--- src/rtl/buzzer_seq.sv ---
// buzzer_seq: melody sequencer and access arbiter for the buzzer tone generator.
// Live keypad notes always win the buzzer; otherwise a stored melody read from
// a small writable note table drives tone/unable, one note then a silent gap.
// Entry format {tone[6:5], note[4:2], len[1:0]}; tone==00 marks the end.
// Optional macro LOOP_EN: playback restarts at entry 0 on an end marker or
// index wrap and only play_stop ends it (an end marker at entry 0 still ends).
module buzzer_seq #(
   parameter int CLK_HZ   = 50000000,
   parameter int NOTE_MS  = 250,
   parameter int GAP_MS   = 20,
   parameter int SONG_LEN = 8,
   localparam int AW      = $clog2(SONG_LEN)
) (
   input  logic          sysclk,
   input  logic          rst,
   input  logic          key_valid,
   input  logic [2:0]    key_note,
   input  logic [1:0]    key_tone,
   input  logic          play_start,
   input  logic          play_stop,
   input  logic          cfg_we,
   input  logic [AW-1:0] cfg_addr,
   input  logic [6:0]    cfg_data,
   output logic [1:0]    tone,
   output logic [2:0]    unable,
   output logic          busy,
   output logic          done
);

   localparam int TICK_DIV = CLK_HZ / 1000;
   localparam int TW       = (TICK_DIV > 1) ? $clog2(TICK_DIV) : 1;
   localparam int MS_MAX   = (4 * NOTE_MS > GAP_MS) ? 4 * NOTE_MS : GAP_MS;
   localparam int MW       = $clog2(MS_MAX) + 1;

   typedef enum logic [1:0] {
      S_IDLE,
      S_NOTE,
      S_GAP,
      S_PAUSE
   } state_t;

   typedef struct packed {
      logic [1:0] tone;
      logic [2:0] note;
      logic [1:0] len;
   } entry_t;

   state_t          state, state_d;
   logic [AW-1:0]   idx, idx_d;
   logic [TW-1:0]   tick_cnt;
   logic [MW-1:0]   ms_cnt;
   logic [MW-1:0]   ms_limit;
   entry_t          song_mem [SONG_LEN];
   entry_t          cur_entry;
   logic            counting;
   logic            tick;
   logic            phase_end;
   logic            clr_cnt;
   logic            done_d;
   logic [1:0]      tone_d;
   logic [2:0]      unable_d;

   assign cur_entry = song_mem[idx];
   assign counting  = (state == S_NOTE) || (state == S_GAP);
   assign tick      = counting && (tick_cnt == TW'(TICK_DIV - 1));
   assign ms_limit  = (state == S_GAP) ? MW'(GAP_MS)
                                       : MW'((int'(cur_entry.len) + 1) * NOTE_MS);
   assign phase_end = tick && (ms_cnt == ms_limit - MW'(1));

   // Note table: writable only while idle, cleared to end markers on reset.
   always_ff @(posedge sysclk) begin
      if (rst) begin
         // NOTE: the table is reset because 0 is the end marker; a cleared table
         // must read as an empty song, so this storage is flops, not a RAM.
         for (int i = 0; i < SONG_LEN; i++) begin
            song_mem[i] <= '0;
         end
      end else if (state == S_IDLE && cfg_we) begin
         song_mem[cfg_addr] <= entry_t'(cfg_data);
      end
   end

   // State and index register.
   always_ff @(posedge sysclk) begin
      if (rst) begin
         // NOTE: non-blocking assignments keep every register updating from
         // pre-edge values, independent of block ordering.
         state <= S_IDLE;
         idx   <= '0;
      end else begin
         state <= state_d;
         idx   <= idx_d;
      end
   end

   // 1 ms tick divider and ms counter; restart on every phase change, held in IDLE/PAUSE.
   always_ff @(posedge sysclk) begin
      if (rst) begin
         tick_cnt <= '0;
         ms_cnt   <= '0;
      end else if (clr_cnt || !counting) begin
         tick_cnt <= '0;
         ms_cnt   <= '0;
      end else if (tick) begin
         tick_cnt <= '0;
         ms_cnt   <= ms_cnt + MW'(1);
      end else begin
         tick_cnt <= tick_cnt + TW'(1);
      end
   end

   // Next-state, index and buzzer drive selection; keypad overrides the melody.
   always_comb begin
      // NOTE: every output of this block gets a default first so no path
      // leaves one unassigned, which would infer a latch.
      state_d  = state;
      idx_d    = idx;
      clr_cnt  = 1'b0;
      done_d   = 1'b0;
      tone_d   = 2'b00;
      unable_d = 3'b111;

      case (state)
         S_IDLE: begin
            if (play_start && !play_stop) begin
               state_d = S_NOTE;
               idx_d   = '0;
            end
         end

         S_NOTE: begin
            if (play_stop) begin
               state_d = S_IDLE;
               done_d  = 1'b1;
            end else if (key_valid) begin
               state_d = S_PAUSE;
            end else if (cur_entry.tone == 2'b00) begin
`ifdef LOOP_EN
               if (idx != '0) begin
                  idx_d = '0;
               end else begin
                  state_d = S_IDLE;
                  done_d  = 1'b1;
               end
`else
               state_d = S_IDLE;
               done_d  = 1'b1;
`endif
            end else begin
               tone_d   = cur_entry.tone;
               unable_d = cur_entry.note;
               if (phase_end) begin
                  state_d = S_GAP;
               end
            end
         end

         S_GAP: begin
            if (play_stop) begin
               state_d = S_IDLE;
               done_d  = 1'b1;
            end else if (key_valid) begin
               state_d = S_PAUSE;
            end else begin
               // Silent gap keeps the tone but releases the note so a repeated
               // identical note re-sounds.
               tone_d = cur_entry.tone;
               if (phase_end) begin
                  if (idx == AW'(SONG_LEN - 1)) begin
`ifdef LOOP_EN
                     state_d = S_NOTE;
                     idx_d   = '0;
`else
                     state_d = S_IDLE;
                     done_d  = 1'b1;
`endif
                  end else begin
                     state_d = S_NOTE;
                     idx_d   = idx + AW'(1);
                  end
               end
            end
         end

         S_PAUSE: begin
            if (play_stop) begin
               state_d = S_IDLE;
               done_d  = 1'b1;
            end else if (!key_valid) begin
               state_d = S_NOTE;
            end
         end

         default: begin
            state_d = S_IDLE;
         end
      endcase

      if (state_d != state || idx_d != idx) begin
         clr_cnt = 1'b1;
      end

      if (key_valid) begin
         tone_d   = key_tone;
         unable_d = key_note;
      end
   end

   // Registered buzzer drive and status outputs.
   always_ff @(posedge sysclk) begin
      if (rst) begin
         tone   <= 2'b00;
         unable <= 3'b111;
         busy   <= 1'b0;
         done   <= 1'b0;
      end else begin
         tone   <= tone_d;
         unable <= unable_d;
         busy   <= (state_d != S_IDLE);
         done   <= done_d;
      end
   end

endmodule

--- config.mk ---
export PLATFORM = sky130hd
export DESIGN_NAME = buzzer_seq
export DESIGN_NICKNAME = d
export VERILOG_FILES = /design/src/rtl/buzzer_seq.sv
export SDC_FILE = /design/constraint.sdc
export NUM_CORES = 1
export LEC_CHECK = 0
export ABC_AREA = 0
export CORE_UTILIZATION = 50
export DETAILED_ROUTE_END_ITERATION = 12
export PLACE_DENSITY = 0.78
export RECOVER_POWER = 25
export SYNTH_ARGS = -nofsm -noshare
export SYNTH_HDL_FRONTEND = slang
export SYNTH_SLANG_ARGS = --single-unit
export TNS_END_PERCENT = 100
--- constraint.sdc ---
create_clock -name sysclk -period 10.06 [get_ports sysclk]
set_input_delay 2.012 -clock sysclk [delete_from_list [all_inputs] [get_ports sysclk]]
set_output_delay 2.012 -clock sysclk [all_outputs]
set_load 0.01 [all_outputs]
==> results of run 1 <==
-- cells in the mapped netlist (2+ instances only) --
cell type	count
and2_1	58
edfxtp_1	56
dfxtp_1	39
nor2_1	37
nand2_1	28
nor3_1	23
nand3_1	22
xnor2_1	15
ha_1	14
xor2_1	14
a21oi_1	13
clkbuf_1	12
mux4_2	12
o21ai_0	10
inv_1	9
nand2b_1	9
nor4_1	9
mux2i_1	8
nor3_2	8
or2_2	8
nand4_1	7
nor2b_1	7
mux2_2	4
o22ai_1	4
a211oi_1	3
and3_1	3
and4_1	3
buf_6	3
a22oi_2	2
buf_1	2
mux4_1	2
nor4_4	2
o211ai_1	2
o21a_1	2
o311ai_0	2
o31a_1	2
or3_1	2
or4_1	2
or4b_1	2
-- state kept, by name (all words and copies together), names as in the netlist --
name,cells
tone,2
done,1
tick_cnt,16
unable,3
ms_cnt,11
state,2
idx,3
busy,1
song_mem,56
-- cell families after synthesis --
logic type	share of synthesized area, %
buffers and inverters	2.64
adder cells (fa/ha/maj)	3.30
AND/OR/NAND/NOR	26.1
multiplexers	8.43
XOR/XNOR	4.78
flip-flops	46.3
AO/OA/AOI/OAI	8.45
-- path summary, 6_finish.rpt --
check	endpoint	start	cells after the start
setup / recovery	ms_cnt[7]$_SDFFE_PP0P_	idx[0]$_SDFF_PP0_	14
hold / removal	tick_cnt[0]$_SDFF_PP0_	tick_cnt[0]$_SDFF_PP0_	1
setup reg to reg	ms_cnt[7]$_SDFFE_PP0P_	idx[0]$_SDFF_PP0_	14
hold reg to reg	tick_cnt[0]$_SDFF_PP0_	tick_cnt[0]$_SDFF_PP0_	1
-- metrics by stage --
stage	hold WS (ps)	worst slack, ps
2_1_floorplan	459	5090
3_3_place_gp	491	5050
3_5_place_dp	502	4840
4_1_cts	522	4800
5_1_grt	567	4390
6_report	518	4830
-- worst register-to-register path, stage by stage, from the launching register on --
cell and delay [ps]:
dfxtp_1 320, buf_4 330, mux4_2 570, mux2i_1 200, inv_1 110, ha_1 400
xnor2_1 210, ha_1 430, nand2b_1 190, nor3_1 60, o41ai_1 560, a41oi_4 220
o2111a_2 320, nor3_4 980, nor3_1 160
-- per-layer routing --
layer	part of all wire, %	GRT usage [%]
met3	4.9	5.43
met4	1.4	8.55
met5	0	0
met2	51	37.9
met1	43	27.0
-- power by group through the flow --
| stage | Sequential [mW] | Combinational [mW] | Clock [mW] |
|---|---|---|---|
| after floorplan | 0.438 | 0.0687 | 0 |
| after global placement | 0.439 | 0.0955 | 0 |
| after detailed placement | 0.439 | 0.0980 | 0 |
| after CTS | 0.430 | 0.0983 | 0.258 |
| after global routing | 0.432 | 0.107 | 0.271 |
| final | 0.430 | 0.0979 | 0.254 |
-- cell type report --
type                       count  area, sq um  share of cell area [%]
sequential                    95         2460                    41.9
clock buffer                   9          124                    2.11
timing repair buffer          31          297                    5.04
multi-input combinational    366         2710                    46.1
tap                          136          170                    2.89
inverter                      11         41.3                   0.702
clock inverter                 7         72.6                    1.23
==> impl_metrics.py, run 1 <==
metrics = {
    "clock_tree": {
        "cts.sinks": 95,
        "clk_pin_slew_ps": 100,
        "cts_setup_buffers": 0,
        "clkLatencyLatePin_ps": 380,
        "cts_buffer_depth": 2,
        "cts-hold-fix-buffers": 0,
        "numCtsBuffers": 9,
        "cts_tree": "built",
        "cts_root_buffer": "clkbuf_8",
        "h-tree-depth": 3,
        "cts-resized-gates": 0,
    },
    "power_and_ir_drop": {
        "swShare_pct": 28.9,
        "ir_drop_uv": 103,
        "intPower_mw": 0.556,
        "p_seq_share_pct": 55.0,
        "clkPwrFrac_pct": 32.5,
        "p_leak_nw": 1.96,
        "power_density_mw_per_mm2": 133,
        "p_switching_mw": 0.226,
        "power_frac_comb_pct": 12.5,
        "power.total_mw": 0.782,
    },
    "routing": {
        "drt_iter0_markers": 211,
        "ant_nets": 0,
        "wl_um": 11300,
        "drt_pass1_iterations": 7,
        "drc": 0,
        "routedWlPerCell_um": 17.2,
        "dr_total_vias": 3830,
        "vias_per_cell": 5.85,
    },
    "synthesis": {
        "synth_area_sq_mm": 0.00532,
        "yosysSeqAreaShare_pct": 46.3,
        "synth_area_leaders": "edfxtp_1 32%, dfxtp_1 15%, and2_1 6.8%",
        "synth_cell_type_count": 70,
        "yosys_warnings": 0,
        "yosysTopAreaCellShare_pct": 31.6,
        "async_reset_ff_share_pct": 0,
        "synthCells": 491,
        "ys.flop_type": "edfxtp_1",
        "synth_area_leader_cell": "edfxtp_1",
        "ys_ff_latch": 95,
        "syn_area_per_cell_sq_um": 10.8,
        "synth-edff-count": 56,
        "synthesis.nets": 526,
    },
    "worst_setup_path": {
        "critPathLaunchType": "register",
        "worstSetupPathType": "register to register",
        "crit_family": "simple AND/OR/NAND/NOR gates",
        "critPathBufInv": 2,
        "max_stage_delay_ps": 980,
        "crit_chain": "buf_4 > mux4_2 > mux2i_1 > inv_1 > ha_1 > xnor2_1 > ha_1 > nand2b_1 > nor3_1 > o41ai_1 > a41oi_4 > o2111a_2 > nor3_4 > nor3_1",
        "critical_path_arrival_ps": 5430,
        "end_kind": "register",
        "reg2reg_setup_slack_ps": 4830,
        "cp_slowest_cell": "nor3_4",
        "cp.required_ps": 10270,
        "critPathMaxFanout": 27,
    },
    "sta": {
        "max_freq_ghz": 0.191,
        "setup_viol": 0,
        "maxSlewHeadroom_pct": 17.2,
        "rsz0062_at_grt": "no",
        "fin_tns_setup_ps": 0,
        "fin_crit_ps": 5230,
        "finalCritPeriodShare_pct": 52.0,
        "drv_slew": 0,
        "hold_viol": 0,
        "tightest_slew_ps": 1240,
        "worst_clock_skew_ps": 15.1,
    },
    "outcome": {
        "status": "finished clean",
    },
    "layout": {
        "antenna_cells": 0,
        "instances_no_fill": 655,
        "fin_nets": 549,
        "final_common_cell": "edfxtp_1",
        "fill_cells": 850,
        "fin_util_pct": 57.0,
        "area_growth_pct": 10.6,
        "drive_above_1_share_pct": 12.9,
        "final_cell_area_sq_mm": 0.00588,
        "final_cell_mix": "56 x edfxtp_1, 39 x and2_1, 39 x dfxtp_1",
    },
    "floorplanning": {
        "die_w_um": 105,
        "die_y_um": 105,
        "start_util_pct": 51.5,
        "die_area_sq_mm": 0.0110,
        "ios": 28,
        "rows": 37,
        "core_area_sq_mm": 0.0103,
    },
    "grt": {
        "antenna_found_initial": 0,
        "grt_first_pass_wirelength_um": 19000,
        "grt_max_degree": 28,
        "grt_overflow": 0,
        "grt_usage_pct": 22.2,
        "grt_pass1_vias": 3904,
    },
    "placed_design": {
        "placed_cell_area_sq_mm": 0.00569,
        "dpl.cell_count": 639,
        "place.gp.congestion": 0.915,
        "port_buffers": 27,
        "post-dp-hpwl_um": 8020,
    },
    "run": {
        "maxCapViolations": 0,
    },
    "hold_path": {
        "hp-class": "register to register",
    },
}
Power figures use the tool's default switching activity.
==> run 2, diff against run 1 <==
- clock period: 10.06 -> 4.9 ns (I/O delays scaled with it)
==> impl_metrics.py, run 2 (synthesized netlist as in run 1, its figures left out) <==
metrics = {
    "layout": {
        "instances_no_fill": 660,
        "final_cell_mix": "56 x edfxtp_1, 43 x and2_1, 38 x dfxtp_1",
        "drive_above_1_share_pct": 13.7,
        "final_common_cell": "edfxtp_1",
        "multi_input_area_sq_mm": 0.00271,
        "largest_register_ffs": 56,
        "fin_nets": 554,
        "regMostFlops": "song_mem",
        "area_growth_pct": 11.3,
        "fill_cells": 872,
        "largestRegisters": "song_mem x56, tick_cnt x16, ms_cnt x11",
        "seqCellArea_sq_mm": 0.00246,
        "antenna_cells": 0,
    },
    "outcome": {
        "status": "finished clean",
    },
    "run": {
        "maxCapViolations": 0,
    },
    "worst_setup_path": {
        "critPathLaunchType": "register",
        "r2r_cells": 15,
        "max_stage_delay_ps": 560,
        "crit_cells": 15,
        "crit_chain": "buf_4 > mux2_2 > a2bb2oi_2 > nand2_2 > ha_1 > xnor2_1 > ha_1 > nand2b_1 > nor3_1 > o41ai_1 > a41oi_4 > o2111a_2 > nor3_4 > buf_4 > nor4_1",
        "cp_slowest_cell": "o41ai_1",
        "critPathBufInv": 2,
        "end_kind": "register",
        "critical_path_arrival_ps": 4780,
        "critPathMaxFanout": 27,
        "worstSetupPathType": "register to register",
        "r2r-end": "tick_cnt[3]$_SDFF_PP0_",
        "r2r_start": "idx[0]$_SDFF_PP0_",
        "cp.required_ps": 5160,
        "reg2reg_setup_slack_ps": 380,
        "crit_family": "compound AO/OA/AOI/OAI gates",
    },
    "placed_design": {
        "post-dp-hpwl_um": 8130,
        "dpl.cell_count": 644,
        "port_buffers": 27,
        "place.gp.congestion": 0.867,
    },
    "routing": {
        "drt_pass1_iterations": 4,
        "drc": 0,
        "dr_total_vias": 3831,
        "wl_um": 11400,
        "ant_nets": 0,
        "routedWlPerCell_um": 17.2,
        "drt_iter0_markers": 185,
        "vias_per_cell": 5.80,
    },
    "clock_tree": {
        "clk_pin_slew_ps": 100,
        "numCtsBuffers": 9,
        "cts_tree": "built",
        "clkLatencyLatePin_ps": 380,
        "cts_buffer_depth": 2,
        "h-tree-depth": 3,
        "cts.sinks": 95,
        "cts_root_buffer": "clkbuf_8",
        "cts-hold-fix-buffers": 0,
    },
    "grt": {
        "grt_pass1_vias": 3709,
        "grt-busiest-layer": "met2",
        "grt_use_met2_pct": 38.5,
        "antenna_found_initial": 0,
        "met3_usage_pct": 4.68,
        "met1_usage_pct": 27.2,
        "grt_overflow": 0,
        "grt_max_degree": 28,
        "grt_usage_pct": 22.2,
        "grt_first_pass_wirelength_um": 18700,
    },
    "floorplanning": {
        "die_area_sq_mm": 0.0110,
        "ios": 28,
        "core_area_sq_mm": 0.0103,
        "die_y_um": 105,
        "rows": 37,
        "start_util_pct": 51.5,
        "die_w_um": 105,
    },
    "sta": {
        "fin_tns_setup_ps": 0,
        "hold_viol": 0,
        "max_freq_ghz": 0.221,
        "drv_slew": 0,
        "finalCritPeriodShare_pct": 92.3,
        "tightest_slew_ps": 682,
        "setup_viol": 0,
        "rsz0062_at_grt": "no",
        "worst_clock_skew_ps": 10.4,
        "maxSlewHeadroom_pct": 54.5,
        "fin_crit_ps": 4520,
    },
    "power_and_ir_drop": {
        "p_leak_nw": 1.99,
        "power.total_mw": 1.61,
        "ir_drop_uv": 216,
        "power_density_mw_per_mm2": 272,
    },
    "hold_path": {
        "min_from": "tick_cnt[0]$_SDFF_PP0_",
        "hold_path_end": "tick_cnt[0]$_SDFF_PP0_",
        "hp-class": "register to register",
        "hold_depth": 1,
    },
}
==> run 2: cell types whose count changed in the layout (fill, tap and decap cells not counted) <==
cell | previous run | this run
and2_1 | 39 | 43
dfxtp_2 | 0 | 1
buf_4 | 3 | 7
clkbuf_8 | 9 | 10
and2_0 | 20 | 16
inv_6 | 2 | 3
clkinv_4 | 1 | 0
clkbuf_1 | 1 | 2
inv_8 | 2 | 1
dfxtp_1 | 39 | 38
==> run 2: through the flow <==
stage | instance area [sq um] | util (%) | hold slack (ps) | setup WS (ps)
3_5_place_dp | 5720 | 55.4 | 502 | 212
2_1_floorplan | 5320 | - | 459 | 199
5_1_grt | 5920 | 57.3 | 540 | 17.6
6_report | 5920 | 57.3 | 515 | 377
4_1_cts | 5920 | 57.4 | 518 | 193
3_3_place_gp | 5720 | 55.4 | 495 | 475
==> run 2: how the worst max path moves through the flow <==
stage                           start                      to
finish              idx[0]$_SDFF_PP0_  tick_cnt[3]$_SDFF_PP0_
global route        idx[0]$_SDFF_PP0_  tick_cnt[7]$_SDFF_PP0_
CTS                 idx[1]$_SDFF_PP0_  tick_cnt[3]$_SDFF_PP0_
detailed placement  idx[1]$_SDFF_PP0_  tick_cnt[7]$_SDFF_PP0_
global placement    idx[1]$_SDFF_PP0_  tick_cnt[7]$_SDFF_PP0_
floorplan           idx[0]$_SDFF_PP0_  tick_cnt[9]$_SDFF_PP0_
==> run 2: worst register-to-register path: cells and delay by family (launching register included) <==
kind / cells / cell delay (ps)
AO/OA/AOI/OAI: 4 / 1360
XOR/XNOR: 1 / 200
adder cells (fa/ha/maj): 2 / 880
buffers and inverters: 2 / 610
flip-flops: 1 / 480
multiplexers: 1 / 190
AND/OR/NAND/NOR: 5 / 690
==> run 2: metal layers <==
layer | wire (um) | vias up
met4 | 206 | 0
met1 | 4960 | 1868
met3 | 429 | 19
met2 | 5760 | 84
met5 | 0 | -
li1 | - | 1860
==> run 2: timing repair <==
item,CTS,global route
setup endpoints to repair,0,27
setup buffers,0,0
resized for setup,0,1
==> run 2: report_power, final <==
part | internal, mW | total, mW | switching (mW)
logic | 0.0740 | 0.207 | 0.133
registers | 0.871 | 0.882 | 0.0114
clock network | 0.212 | 0.522 | 0.310
total | 1.16 | 1.61 | 0.454
==> run 2: area by class of cell <==
type / instances / share of cell area (%)
multi-input combinational: 366 / 45.8
sequential: 95 / 41.6
timing repair buffer: 36 / 5.58
tap: 136 / 2.88
clock buffer: 10 / 2.33
clock inverter: 6 / 1.04
inverter: 11 / 0.698
